`src/rtl/exp_taylor_datapath.sv`:
```
// exp_taylor_datapath: truncated Taylor-series e^x datapath (term recursion, sum, term counter)
// driven by the exponential control unit through ldX/ldTmp/selTmp, returning done.
module exp_taylor_datapath #(
  parameter int TERMS = 8,
  parameter int FRAC = 16
) (
  input  logic        clk,
  input  logic        rst,
  input  logic [15:0] x_in,
  input  logic        ldX,
  input  logic        ldTmp,
  input  logic        selTmp,
  output logic        done,
  output logic [17:0] result,
  output logic [16:0] term
);
  localparam logic [3:0] TERMS_C = 4'(TERMS);
  logic [15:0] x_reg;
  logic [16:0] term_reg;
  logic [17:0] sum_reg;
  logic [3:0]  cnt;
  logic [16:0] coef;
  logic [32:0] m1;
  logic [33:0] m2;
  logic [16:0] p1;
  logic [16:0] p2;
  logic [16:0] next_term;
  // coef[n] = trunc(2^16 / n); coef[0] is unused by a well-behaved controller
  always_comb begin
    case (cnt)
      4'd1:    coef = 17'h10000;
      4'd2:    coef = 17'h08000;
      4'd3:    coef = 17'h05555;
      4'd4:    coef = 17'h04000;
      4'd5:    coef = 17'h03333;
      4'd6:    coef = 17'h02AAA;
      4'd7:    coef = 17'h02492;
      4'd8:    coef = 17'h02000;
      4'd9:    coef = 17'h01C71;
      4'd10:   coef = 17'h01999;
      4'd11:   coef = 17'h01745;
      4'd12:   coef = 17'h01555;
      4'd13:   coef = 17'h013B1;
      4'd14:   coef = 17'h01249;
      4'd15:   coef = 17'h01111;
      default: coef = 17'h00000;
    endcase
  end
  assign m1 = term_reg * x_reg;
  assign p1 = m1[FRAC +: 17];
  assign m2 = p1 * coef;
  assign p2 = m2[FRAC +: 17];
  assign next_term = selTmp ? p2 : 17'h10000;
  assign done = cnt >= TERMS_C;
  assign result = sum_reg;
  assign term = term_reg;
  always_ff @(posedge clk or negedge rst) begin
    if (!rst) begin
      x_reg <= '0;
      term_reg <= '0;
      sum_reg <= '0;
      cnt <= '0;
    end else if (ldX) begin
      x_reg <= x_in;
      sum_reg <= '0;
      cnt <= '0;
    end else if (ldTmp && !done) begin
      term_reg <= next_term;
      sum_reg <= sum_reg + {1'b0, next_term};
      cnt <= cnt + 4'd1;
    end
  end
endmodule

```
`config.mk`:
```
export PLATFORM = sky130hd
export DESIGN_NAME = exp_taylor_datapath
export DESIGN_NICKNAME = d
export VERILOG_FILES = /design/src/rtl/exp_taylor_datapath.sv
export SDC_FILE = /design/constraint.sdc
export NUM_CORES = 1
export LEC_CHECK = 0
export CAP_MARGIN = 10
export CORE_MARGIN = 4
export CORE_UTILIZATION = 25
export DETAILED_ROUTE_END_ITERATION = 8
export PLACE_DENSITY = 0.35
export SYNTH_ARGS = -nofsm -noshare
export SYNTH_HDL_FRONTEND = slang
export SYNTH_SLANG_ARGS = --single-unit
```
`constraint.sdc`:
```
create_clock -name clk -period 18.5 [get_ports clk]
set_input_delay 3.7 -clock clk [delete_from_list [all_inputs] [get_ports clk]]
set_output_delay 3.7 -clock clk [all_outputs]
set_load 0.02 [all_outputs]
```
After elaboration in Yosys (flattened, before gate mapping)
Memory sizes are Yosys's and may differ from the RTL's.
Cells that the tools add are included.
Storage, ports and cells
  word-level logic and storage cells: 20
  memories: 1
  register bits after elaboration: 55
  input port bits: 21
  output and inout bits: 36
  ROM bits: 272
Memory list
  (name not given): depth 16, bits a word 17, read ports 1, clocked after Yosys merged registers in 0, write ports 0, RTL line 30  | case (cnt)
Cells by class
  multiplexer cells: 5
  add/subtract/negate cells: 2
  order comparisons: 1
  multipliers: 2
  reductions and logical operators: 4
  bitwise gates (word level): 1
Operators by type and width (count)
  2-to-1 mux 18 bit: 2
  multiplier 17 x 16 -> 33 bit: 1
  multiplier 17 x 17 -> 33 bit: 1
  adder 18 x 17 -> 18 bit: 1
  2-to-1 mux 17 bit: 1
  2-to-1 mux 4 bit: 2
  adder 4 x 1 -> 4 bit, second input constant: 1
  >= comparator 4 bit, second input constant: 1
  AND reduction 2 bit: 1
  nonzero test 2 bit: 1
  logical AND 1 bit: 1
  zero test 1 bit: 1
  NOT 1 bit: 1

Depth between registers and ports, before layout
Gate-level depths: netlist of run 1.
  depth in word-level cells: 6
  gate-level depth with buffers: 57

Least setup slack after synthesis of run 1
No wires, ideal clock.
  path type: reg2reg
  from: register term_reg[10] (netlist: term[10])
  to: register sum_reg[17] (netlist: result[17])
  arrival: 13.187 ns
  cell stages (with the launch flop): 53
  path slack: 5.219 ns
  required time: 18.406 ns
  cell sequence: dfrtp_1 > clkbuf_1 > nand2_1 > fa_1 > fa_1 > fa_1 > fa_1 > inv_1 > fa_1 > fa_1 > ha_1 > a211oi_1 > nor2_1 > nor4_2 > o2bb2ai_2 > a221o_1 > a21oi_2 > o21bai_1 > (+17 left out) > o21a_1 > o21a_1 > o21ai_0 > nand2b_1 > a21oi_1 > xnor2_1 > and2_1 > ha_1 > a21o_1 > a21o_1 > a2111oi_0 > or3b_2 > nand4_1 > a41oi_1 > o21ai_0 > a21oi_1 > nor2_1 > a211oi_1
On the way
  longest elaborated chain between the ends: 6
Ends and longest elaborated chain
  start, declared: RTL line 19  | logic [16:0] term_reg;
  start signal, assigned: RTL line 68  | term_reg <= next_term;
  multiplier 17 x 16 -> 33 bit: RTL line 49  | assign m1 = term_reg * x_reg;
  multiplier 17 x 17 -> 33 bit: RTL line 51  | assign m2 = p1 * coef;
  2-to-1 mux 17 bit: RTL line 53  | assign next_term = selTmp ? p2 : 17'h10000;
  named net next_term[1]: RTL line 27  | logic [16:0] next_term;
  adder 18 x 17 -> 18 bit: RTL line 69  | sum_reg <= sum_reg + {1'b0, next_term};
  2-to-1 mux 18 bit: RTL line 67  | end else if (ldTmp && !done) begin
  2-to-1 mux 18 bit: RTL line 63  | end else if (ldX) begin
  end signal, assigned: RTL line 69
  end, declared: RTL line 20  | logic [17:0] sum_reg;
The timed path passes the listed nets, and every way through them passes these cells. The select of a mux whose other input is x is not followed.
A chain may end at the register's enable or synchronous reset.

Worst setup path in the final report of run 1
  from: register x_reg[1]
  to: register sum_reg[17] (netlist: result[17])
On the way
  longest elaborated chain between the ends: 6
Ends and longest elaborated chain
  start, declared: RTL line 18  | logic [15:0] x_reg;
  start signal, assigned: RTL line 64  | x_reg <= x_in;
  multiplier 17 x 16 -> 33 bit: RTL line 49
  multiplier 17 x 17 -> 33 bit: RTL line 51
  2-to-1 mux 17 bit: RTL line 53
  named net next_term[1]: RTL line 27
  adder 18 x 17 -> 18 bit: RTL line 69
  2-to-1 mux 18 bit: RTL line 67
  2-to-1 mux 18 bit: RTL line 63
The timed path passes the listed nets, and every way through them passes these cells. The select of a mux whose other input is x is not followed.

==> results, run 1 <==
- The post-route cell area is 0.02259 mm2.
- Counting every net in the synthesized netlist gives 2,982.
- The slowest cell on the critical path is a2111oi_0.
- The detailed router finished its first iteration with 627 violations.
- The flip-flop count of the largest register after layout is 18.
- Measured in cells, the most critical reg-to-reg path has a length of between 50 and 60.
- The die boundary width is just under 300 um.
- Across the run, the number of max-cap violations was 0.
- The post-synthesis share of cell area spent on full adders, half adders and majority gates is 55.69%.
- In this run the critical register-to-register path is captured at result[17].
- In this run the most critical hold path is launched from result[0].
- The number of antenna violations at the first check in global routing is 2.
- The starting density of the core is 25.37%.
- The placer congestion estimate is roughly 0.8.
- The flow ran to the end, and the final reports show no timing, DRC or antenna violations.
- The half-perimeter wire length after placement is roughly 53,000 um.
- The maximum buffer depth of the clock tree is 2.
- The setup skew after layout is 9.730 ps.
- The sum of met2 wire segment lengths after detailed routing is 30,560 um.
- The time the final worst path needs with I/O delays and setup is 15,350 ps.
- The first-pass GRT wire length is 101,100 um.
- The element type at the critical path start is a register.
- The number of clock buffers inserted by TritonCTS is 5.
- The total routed wire length on the met1 layer is 30,910 um.
- Setup repair after global routing left no endpoint under its margin.
- After detailed routing, no signal wire sits above met4.
- The number of top-level design ports is 57.
- The number of buffers inserted to repair setup after CTS is 0.
- The most repeated library cell on the critical path is fa_1.
- The synthesis-to-layout area growth is 9.856%.
- The max-slew violation total from the final report was 0.
- The number of instances on the worst hold path is 2.
- The arrival time of data at the critical path endpoint is about 16,000 ps.
- The min-delay analysis places its worst path in the category reg -> reg.
- TritonCTS built the clock tree.
- The source of the worst register-to-register timing path is x_reg[1].
- Summing the areas of all xor and xnor instances in the mapped netlist gives 2.701% of the synthesized area.
- The area used by multi-input combinational logic is 0.01688 mm2.
- The leading register cell type out of synthesis is dfrtp_1.
- After synthesis, the mean cell area works out to around 8.9 um2.
- The worst setup path is captured at a register.
- The sequential standard cell area is 0.001376 mm2.
- The worst-skew pair later-pin latency is 310 ps.
- The portion of synthesized area spent on multiplexers is 1.624%.
- The routed design has 64,090 um of wire.
- After layout, the worst setup slack is 3150 ps.
- The sequential cell area fraction in the yosys report is approximately 6.7%.
- The die span in y is slightly below 300 um.
- The number of routed nets with antenna violations is 0.
- For this run, the detailed router's first-pass iteration total came to 5.
- The required time of the worst setup path is 18,710 ps.
- Detailed routing inserted a total of 15,010 vias.
- The synthesized netlist cell count is 2,303.
- The number of cells in the finished layout apart from fillers is around 3,400.
- The via count of the first global-routing pass came to 16,480.
- For this run, the slowest stage of the critical path takes 850 ps.
- The synthesized netlist devotes approximately 17% of its cell area to simple gates.
- The accumulated negative setup slack is 0 ps.
- In the synthesized netlist the async set-or-reset flop fraction comes to 100.0%.
- The synthesized netlist devotes around 5.3% of its cell area to compound gates.
- Counting flops with a built-in enable in the synthesized netlist gives 0.
- During synthesis, Yosys emitted a total of 0 warnings.
- The total routing usage reported by global routing is 15.09%.
- The detail-routed via count per cell is 4.429.
- The post-place instance area is approximately 0.022 mm2.
- The post-synthesis sequential element count is 55.
- The total of fill cells in the finished design is 8,757.
- Derived from the worst setup path, the maximum achievable clock frequency is between 60 and 70 MHz.
- Clock-pin slew was measured on the worst setup and hold paths at 90 ps.
- The total die area is between 0.08 and 0.09 mm2.
- After global routing the overflow that remains totals 0.
- For the pin with the worst max-slew slack, the measured transition is 1254 ps.
- The number of nets in the layout is 3,007.
- In this run, post-CTS repair resized a total of 0 instances.
- At the placement stage, the worst setup path has a slack of 3061 ps.
- The worst hold path terminates at result[0].
- The clock root buffer master is clkbuf_16.
- The largest fanout on the critical path is 17.
- After synthesis, the netlist uses 69 different library cells.
- The main combinational cell family by area after synthesis is adder cells.
- The worst path uses 82.97% of the clock period.
- The count of buffers from port buffering is 56.
- The number of hold buffers added after CTS was 0.
- In this run, placement finished with an instance count of roughly 3,400.
- The setup violation total in the final timing report is 0.
- The final-report hold violation count came to 0.
- The slack of the worst reg-to-reg path is 3150 ps.
- The clock drives 55 sinks.
- The pin count of the biggest net entering global routing is 56.
- In this run the core area contains 104 standard-cell rows.
- After detailed routing, the number of remaining DRC violations is 0.
- The fraction of final layout cells with drive strength greater than 1 is 4.809%.
- In the final routed layout, each cell accounts on average for 18.91 um.
- The worst max-slew margin expressed relative to the limit is about 16%.
- The critical setup path kind is reg -> reg.
- The area of the core region is just over 0.08 mm2.
- The synthesized netlist occupies a cell area of 0.02057 mm2.
- In the detailed route, the total length drawn on met3 is 1257 um.
- The number of antenna diodes in the final layout is 0.
- In this run the number of H-tree levels came out at 2.
## cell families (layout without fill, tap and decap cells)
| logic type | count (synthesis) | count (layout) |
|---|---|---|
| xor+xnor | 61 | 61 |
| fa+ha+maj | 658 | 658 |
| mux | 30 | 30 |
| buf+inv | 613 | 639 |
| compound gates | 157 | 157 |
| simple gates | 729 | 729 |
| flops | 55 | 55 |
## per-layer routing
metal / vias to the layer above / track usage [%]
met5: - / 0
met4: 0 / 2.803
met3: 47 / 0.8590
met2: 160 / 25.37
met1: 7865 / 21.68
li1: 6937 / -
## critical path: cells and delay by family (launching register included)
kind / cells / cell delay [ps]
fa+ha+maj: 15 / 6890
compound gates: 19 / 4820
simple gates: 9 / 1470
flops: 1 / 830
xor+xnor: 2 / 750
buf+inv: 8 / 440
## per-stage QoR
step / util, % / hold slack (ps)
6_report: 27.87 / 552.2
5_1_grt: 27.87 / 592.9
4_1_cts: 27.87 / 558.5
3_5_place_dp: 27.68 / 546.4
3_3_place_gp: 27.68 / 544.0
2_1_floorplan: - / 572.7
## cells in the mapped netlist, types with 3 or more instances
library cell / number / area (um2)
nand2_1: 311 / 1167
mux2_2: 27 / 304.0
o21bai_1: 11 / 82.58
fa_1: 429 / 8588
clkbuf_1: 70 / 262.8
ha_1: 229 / 2865
and3_1: 14 / 87.58
a21oi_1: 51 / 255.2
or2_2: 6 / 37.54
a21o_1: 16 / 120.1
o21a_1: 4 / 30.03
inv_1: 536 / 2012
or3_1: 4 / 25.02
nor3_1: 15 / 75.07
nor2b_1: 9 / 56.30
a41oi_1: 3 / 26.28
dfrtp_1: 55 / 1376
a2111oi_0: 3 / 26.28
o211ai_1: 3 / 22.52
nand3_1: 13 / 65.06
a31o_2: 3 / 26.28
and2_1: 173 / 1082
a31oi_1: 4 / 25.02
buf_1: 3 / 11.26
nand2b_1: 7 / 43.79
xor2_1: 20 / 175.2
xnor2_1: 39 / 341.6
a211oi_1: 11 / 82.58
mux2i_1: 3 / 30.03
nand4_1: 9 / 56.30
nor2_1: 149 / 559.3
o21ai_0: 21 / 105.1
nand3_2: 10 / 100.1
## worst max path at each step
stage | slack (ps) | end | from
floorplan | 5220 | result[17] | term[10]
global placement | 3270 | result[17] | term[11]
detailed placement | 3060 | result[17] | term[10]
CTS | 3010 | result[17] | term[10]
global route | 2030 | result[17] | term[10]
finish | 3150 | result[17] | x_reg[1]
## layout make-up
| type | count | area share (%) |
|---|---|---|
| inverters | 536 | 8.905 |
| clock buffers | 5 | 0.5538 |
| repair buffers | 95 | 3.733 |
| flip-flops and latches | 55 | 6.092 |
| well taps | 1060 | 5.870 |
| multi-input cells | 1635 | 74.72 |
| clock inverters | 3 | 0.1218 |
## layout by cell type (no fill, tap or decap), drive strengths merged, types with 3 or more instances in the layout
master and instances:
a21oi 52, or3 4, a211oi 11, a31oi 5
ha 229, a31o 3, clkbuf 5, nor2 149
nand2b 7, xor2 20, o21bai 11, fa 429
buf 41, and2 175, nor3 15, and3 14
or2 6, xnor2 40, o211ai 3, nand2 311
a21o 16, o21a 6, nor2b 9, nand4 9
clkdlybuf4s50 54, inv 538, mux2 27, mux2i 3
o21ai 25, dfrtp 55, a2111oi 3, a41oi 4
nand3 23
Power of run 1 is not shown: default switching activity piles up to over one toggle a cycle in this logic, so the estimate is an artifact.
==> run 2: changes to the inputs <==
--- a/config.mk
+++ b/config.mk
@@ -9,7 +9,7 @@
 export CORE_MARGIN = 4
 export CORE_UTILIZATION = 25
 export DETAILED_ROUTE_END_ITERATION = 8
-export PLACE_DENSITY = 0.35
+export PLACE_DENSITY = 0.36
 export SYNTH_ARGS = -nofsm -noshare
 export SYNTH_HDL_FRONTEND = slang
 export SYNTH_SLANG_ARGS = --single-unit
==> constraint.sdc (replaced) <==
create_clock -name clk -period 13.15 [get_ports clk]
set_input_delay 2.63 -clock clk [delete_from_list [all_inputs] [get_ports clk]]
set_output_delay 2.63 -clock clk [all_outputs]
set_load 0.02 [all_outputs]
==> results, run 2 (same netlist as run 1, synthesis figures left out) <==
- The buffering stage count on the worst path with inverters included is 18 (+10).
- The max-slew violation total from the final report is 0 (unchanged).
- The worst max-slew margin expressed relative to the limit is 28.19% (+12 points).
- The total routed wire length on the met1 layer is 29,210 um (-5.5%).
- The synthesis-to-layout area growth is 22.08%.
- The clock root buffer master is clkbuf_16.
- The total routing usage reported by global routing is 15.56% (+0.47 points).
- The element type at the critical path start is a register.
- The biggest cell delay along the critical path is 580 ps (-270 ps).
- The count of vias placed by the detailed router was 15,930 (+6.1%).
- The number of instances on the worst hold path is 1 (-1).
- The type of element capturing the critical path is a register.
- The worst-skew pair later-pin latency was 310 ps (about the same).
- The pin count of the biggest net entering global routing is 56 (unchanged).
- The setup skew after layout is 6.533 ps (-3.197 ps).
- The maximum clock frequency is 77.02 MHz (+18%).
- The worst setup path is of the reg -> reg kind.
- The maximum buffer depth of the clock tree was 2 (unchanged).
- The count of clock tree sinks is 55 (unchanged).
- The via count of the first global-routing pass is 17,590 (+6.8%).
- The setup violation total in the final timing report is 0 (unchanged).
- The total die area is 0.08692 mm2 (unchanged).
- The slew at the pin closest to its max-slew limit is 1077 ps (-177.2 ps).
- The worst reg2reg path depth came to 56 (+5.7%).
- TritonCTS built the clock tree.
- The number of routed nets with antenna violations is 0 (unchanged).
- The starting density of the core came to 25.37% (unchanged).
- The tightest min-delay check is of the reg -> reg type.
- The first-pass GRT wire length is 103,900 um (+2.8%).
- The largest fanout on the critical path was 8 (-9).
- The routed wirelength normalized by instance count is 17.98 um (-4.9%).
- The flip-flop count of the largest register after layout came to 18 (unchanged).
- The count of standard-cell rows is 104 (unchanged).
- The number of clock buffers inserted by TritonCTS is 5 (unchanged).
- The number of antenna violations at the first check in global routing is 1 (-1).
- The number of top-level design ports is 57 (unchanged).
- The total of fill cells in the finished design is 8,678 (-0.90%).
- The count of TritonRoute iterations in the first routing pass is 5 (unchanged).
- The final-report hold violation count is 0 (unchanged).
- The fraction of final layout cells with drive strength greater than 1 is 18.10% (+13 points).
- The area of the core region is 0.08107 mm2 (unchanged).
- On the critical path the largest part of the delay comes from adder cells.
- The first-iteration detailed-routing DRC count is 576 (-8.1%).
- The most repeated library cell on the critical path is fa_1.
- The antenna diode count is 0 (unchanged).
- The depth of the critical timing path with buffers and inverters included is 56 (+5.7%).
- The post-place instance area is 0.02440 mm2 (+8.7%).
- The flow ran to the end, and the final reports show no timing, DRC or antenna violations.
- The die boundary width is 294.8 um (unchanged).
- The sum of met2 wire segment lengths after detailed routing is 33,930 um (+11%).
- The overall overflow remaining after global route is 0 (unchanged).
- The count of buffers from port buffering is 56 (unchanged).
- The number of violations of the max-capacitance limit is 0 (unchanged).
- The count of H-tree levels built during CTS was 2 (unchanged).
- The most common cell after layout, fill and taps aside is inv_1.
- The arrival time of data at the critical path endpoint is 13,210 ps (-2350 ps).
- The wire length on met3 is 1698 um (+35%).
- In this run the top signal layer used is met4.
- The clock slew seen by the registers of the worst setup and hold paths is 80 ps (about the same).
- The DRC violations left was 0 (unchanged).
- The total wire length after detailed routing is 65,840 um (+2.7%).
- The largest individual stage delay along the critical path comes from the cell fa_2.
- The placer congestion estimate is 0.8131 (+1.6%).
- The final period utilization is 98.74% (+16 points).
- In the layout the commonest cells are inv_1, fa_1, nand2_1, buf_4, ha_1.
- The number of nets in the layout came to 3,280 (+9.1%).
- The time the final worst path needs with I/O delays and setup is 12,980 ps (-2366 ps).
- The post-route cell area came to 0.02511 mm2 (+11%).
- The detail-routed via count per cell came to 4.350 (-1.8%).
- The half-perimeter wire length after placement came to 58,020 um (+8.9%).
- The required time of the worst setup path is 13,380 ps (-5330 ps).
- The die span in y is 294.8 um (unchanged).
- Setup repair after global routing could not meet its margin everywhere.
run 2: cell types whose count changed in the layout (fill, tap and decap cells not counted), moves of 10 or more:
cell,before,now
a21oi_1,51,40
dfrtp_2,0,10
o21ai_0,21,9
buf_4,39,302
dfrtp_1,55,45
a21oi_2,1,12
run 2: repair_timing:
action | 4_1_cts | 5_1_grt
resized for setup | 64 | 52
pin swaps | 35 | 30
endpoints found under the setup margin | 10 | 12
setup buffers | 8 | 11
hold buffers | 0 | 0
run 2: area by class of cell:
type	count	area (um2)	share of cell area, %
clock inverters	3	18.77	0.07475
flip-flops and latches	55	1389	5.532
clock buffers	5	125.1	0.4984
inverters	536	2012	8.014
multi-input cells	1635	17280	68.82
well taps	1060	1326	5.283
repair buffers	368	2957	11.78
run 2: worst reg2reg max path, delay by kind of cell, from the launching register on:
| kind | cells | cell delay (ps) |
|---|---|---|
| buffers and inverters | 18 | 1930 |
| adder cells (fa/ha/maj) | 15 | 6690 |
| XOR/XNOR | 2 | 280 |
| flip-flops | 1 | 510 |
| AND/OR/NAND/NOR | 7 | 1050 |
| AO/OA/AOI/OAI | 14 | 2480 |
run 2: per-layer routing:
layer / track usage [%] / vias to the layer above
li1: - / 7488
met1: 20.79 / 8207
met2: 28.34 / 193
met3: 1.040 / 41
met4: 2.079 / 0
met5: 0 / -
run 2: path summary, 6_finish.rpt:
path	startpoint	end	slack, ps
setup reg to reg	term[10]	result[15]	170
hold / removal	x_reg[13]	x_reg[13]	570
min in group asynchronous	rst	result[17]	2480
setup / recovery	term[10]	result[15]	170
hold reg to reg	x_reg[13]	x_reg[13]	570
max in group asynchronous	rst	term[10]	10090
run 2: stage by stage:
| stage | setup slack, ps | hold WS (ps) | std cells | utilization (%) | setup TNS [ps] |
|---|---|---|---|---|---|
| floorplan | 11.96 | 572.7 | 2303 | - | 0 |
| global placement | -656.6 | 546.8 | 3636 | 30.09 | -3845 |
| detailed placement | -709.3 | 558.9 | 3636 | 30.09 | -4038 |
| CTS | 3.541 | 573.0 | 3652 | 30.64 | 0 |
| global route | -546.9 | 587.9 | 3662 | 30.97 | -3603 |
| finish | 165.6 | 566.1 | 3662 | 30.97 | 0 |
Power of run 2 is left out for the same reason.
==> run 3: changes to the inputs <==
--- a/config.mk
+++ b/config.mk
@@ -8,6 +8,7 @@
 export CAP_MARGIN = 10
 export CORE_MARGIN = 4
 export CORE_UTILIZATION = 25
+export CTS_CLUSTER_DIAMETER = 150
 export DETAILED_ROUTE_END_ITERATION = 8
 export PLACE_DENSITY = 0.36
 export SYNTH_ARGS = -nofsm -noshare
==> results of run 3 <==
Same layout as run 2: the final DEF is identical, and so are final timing and power.
Power of run 3 is left out for the same reason.
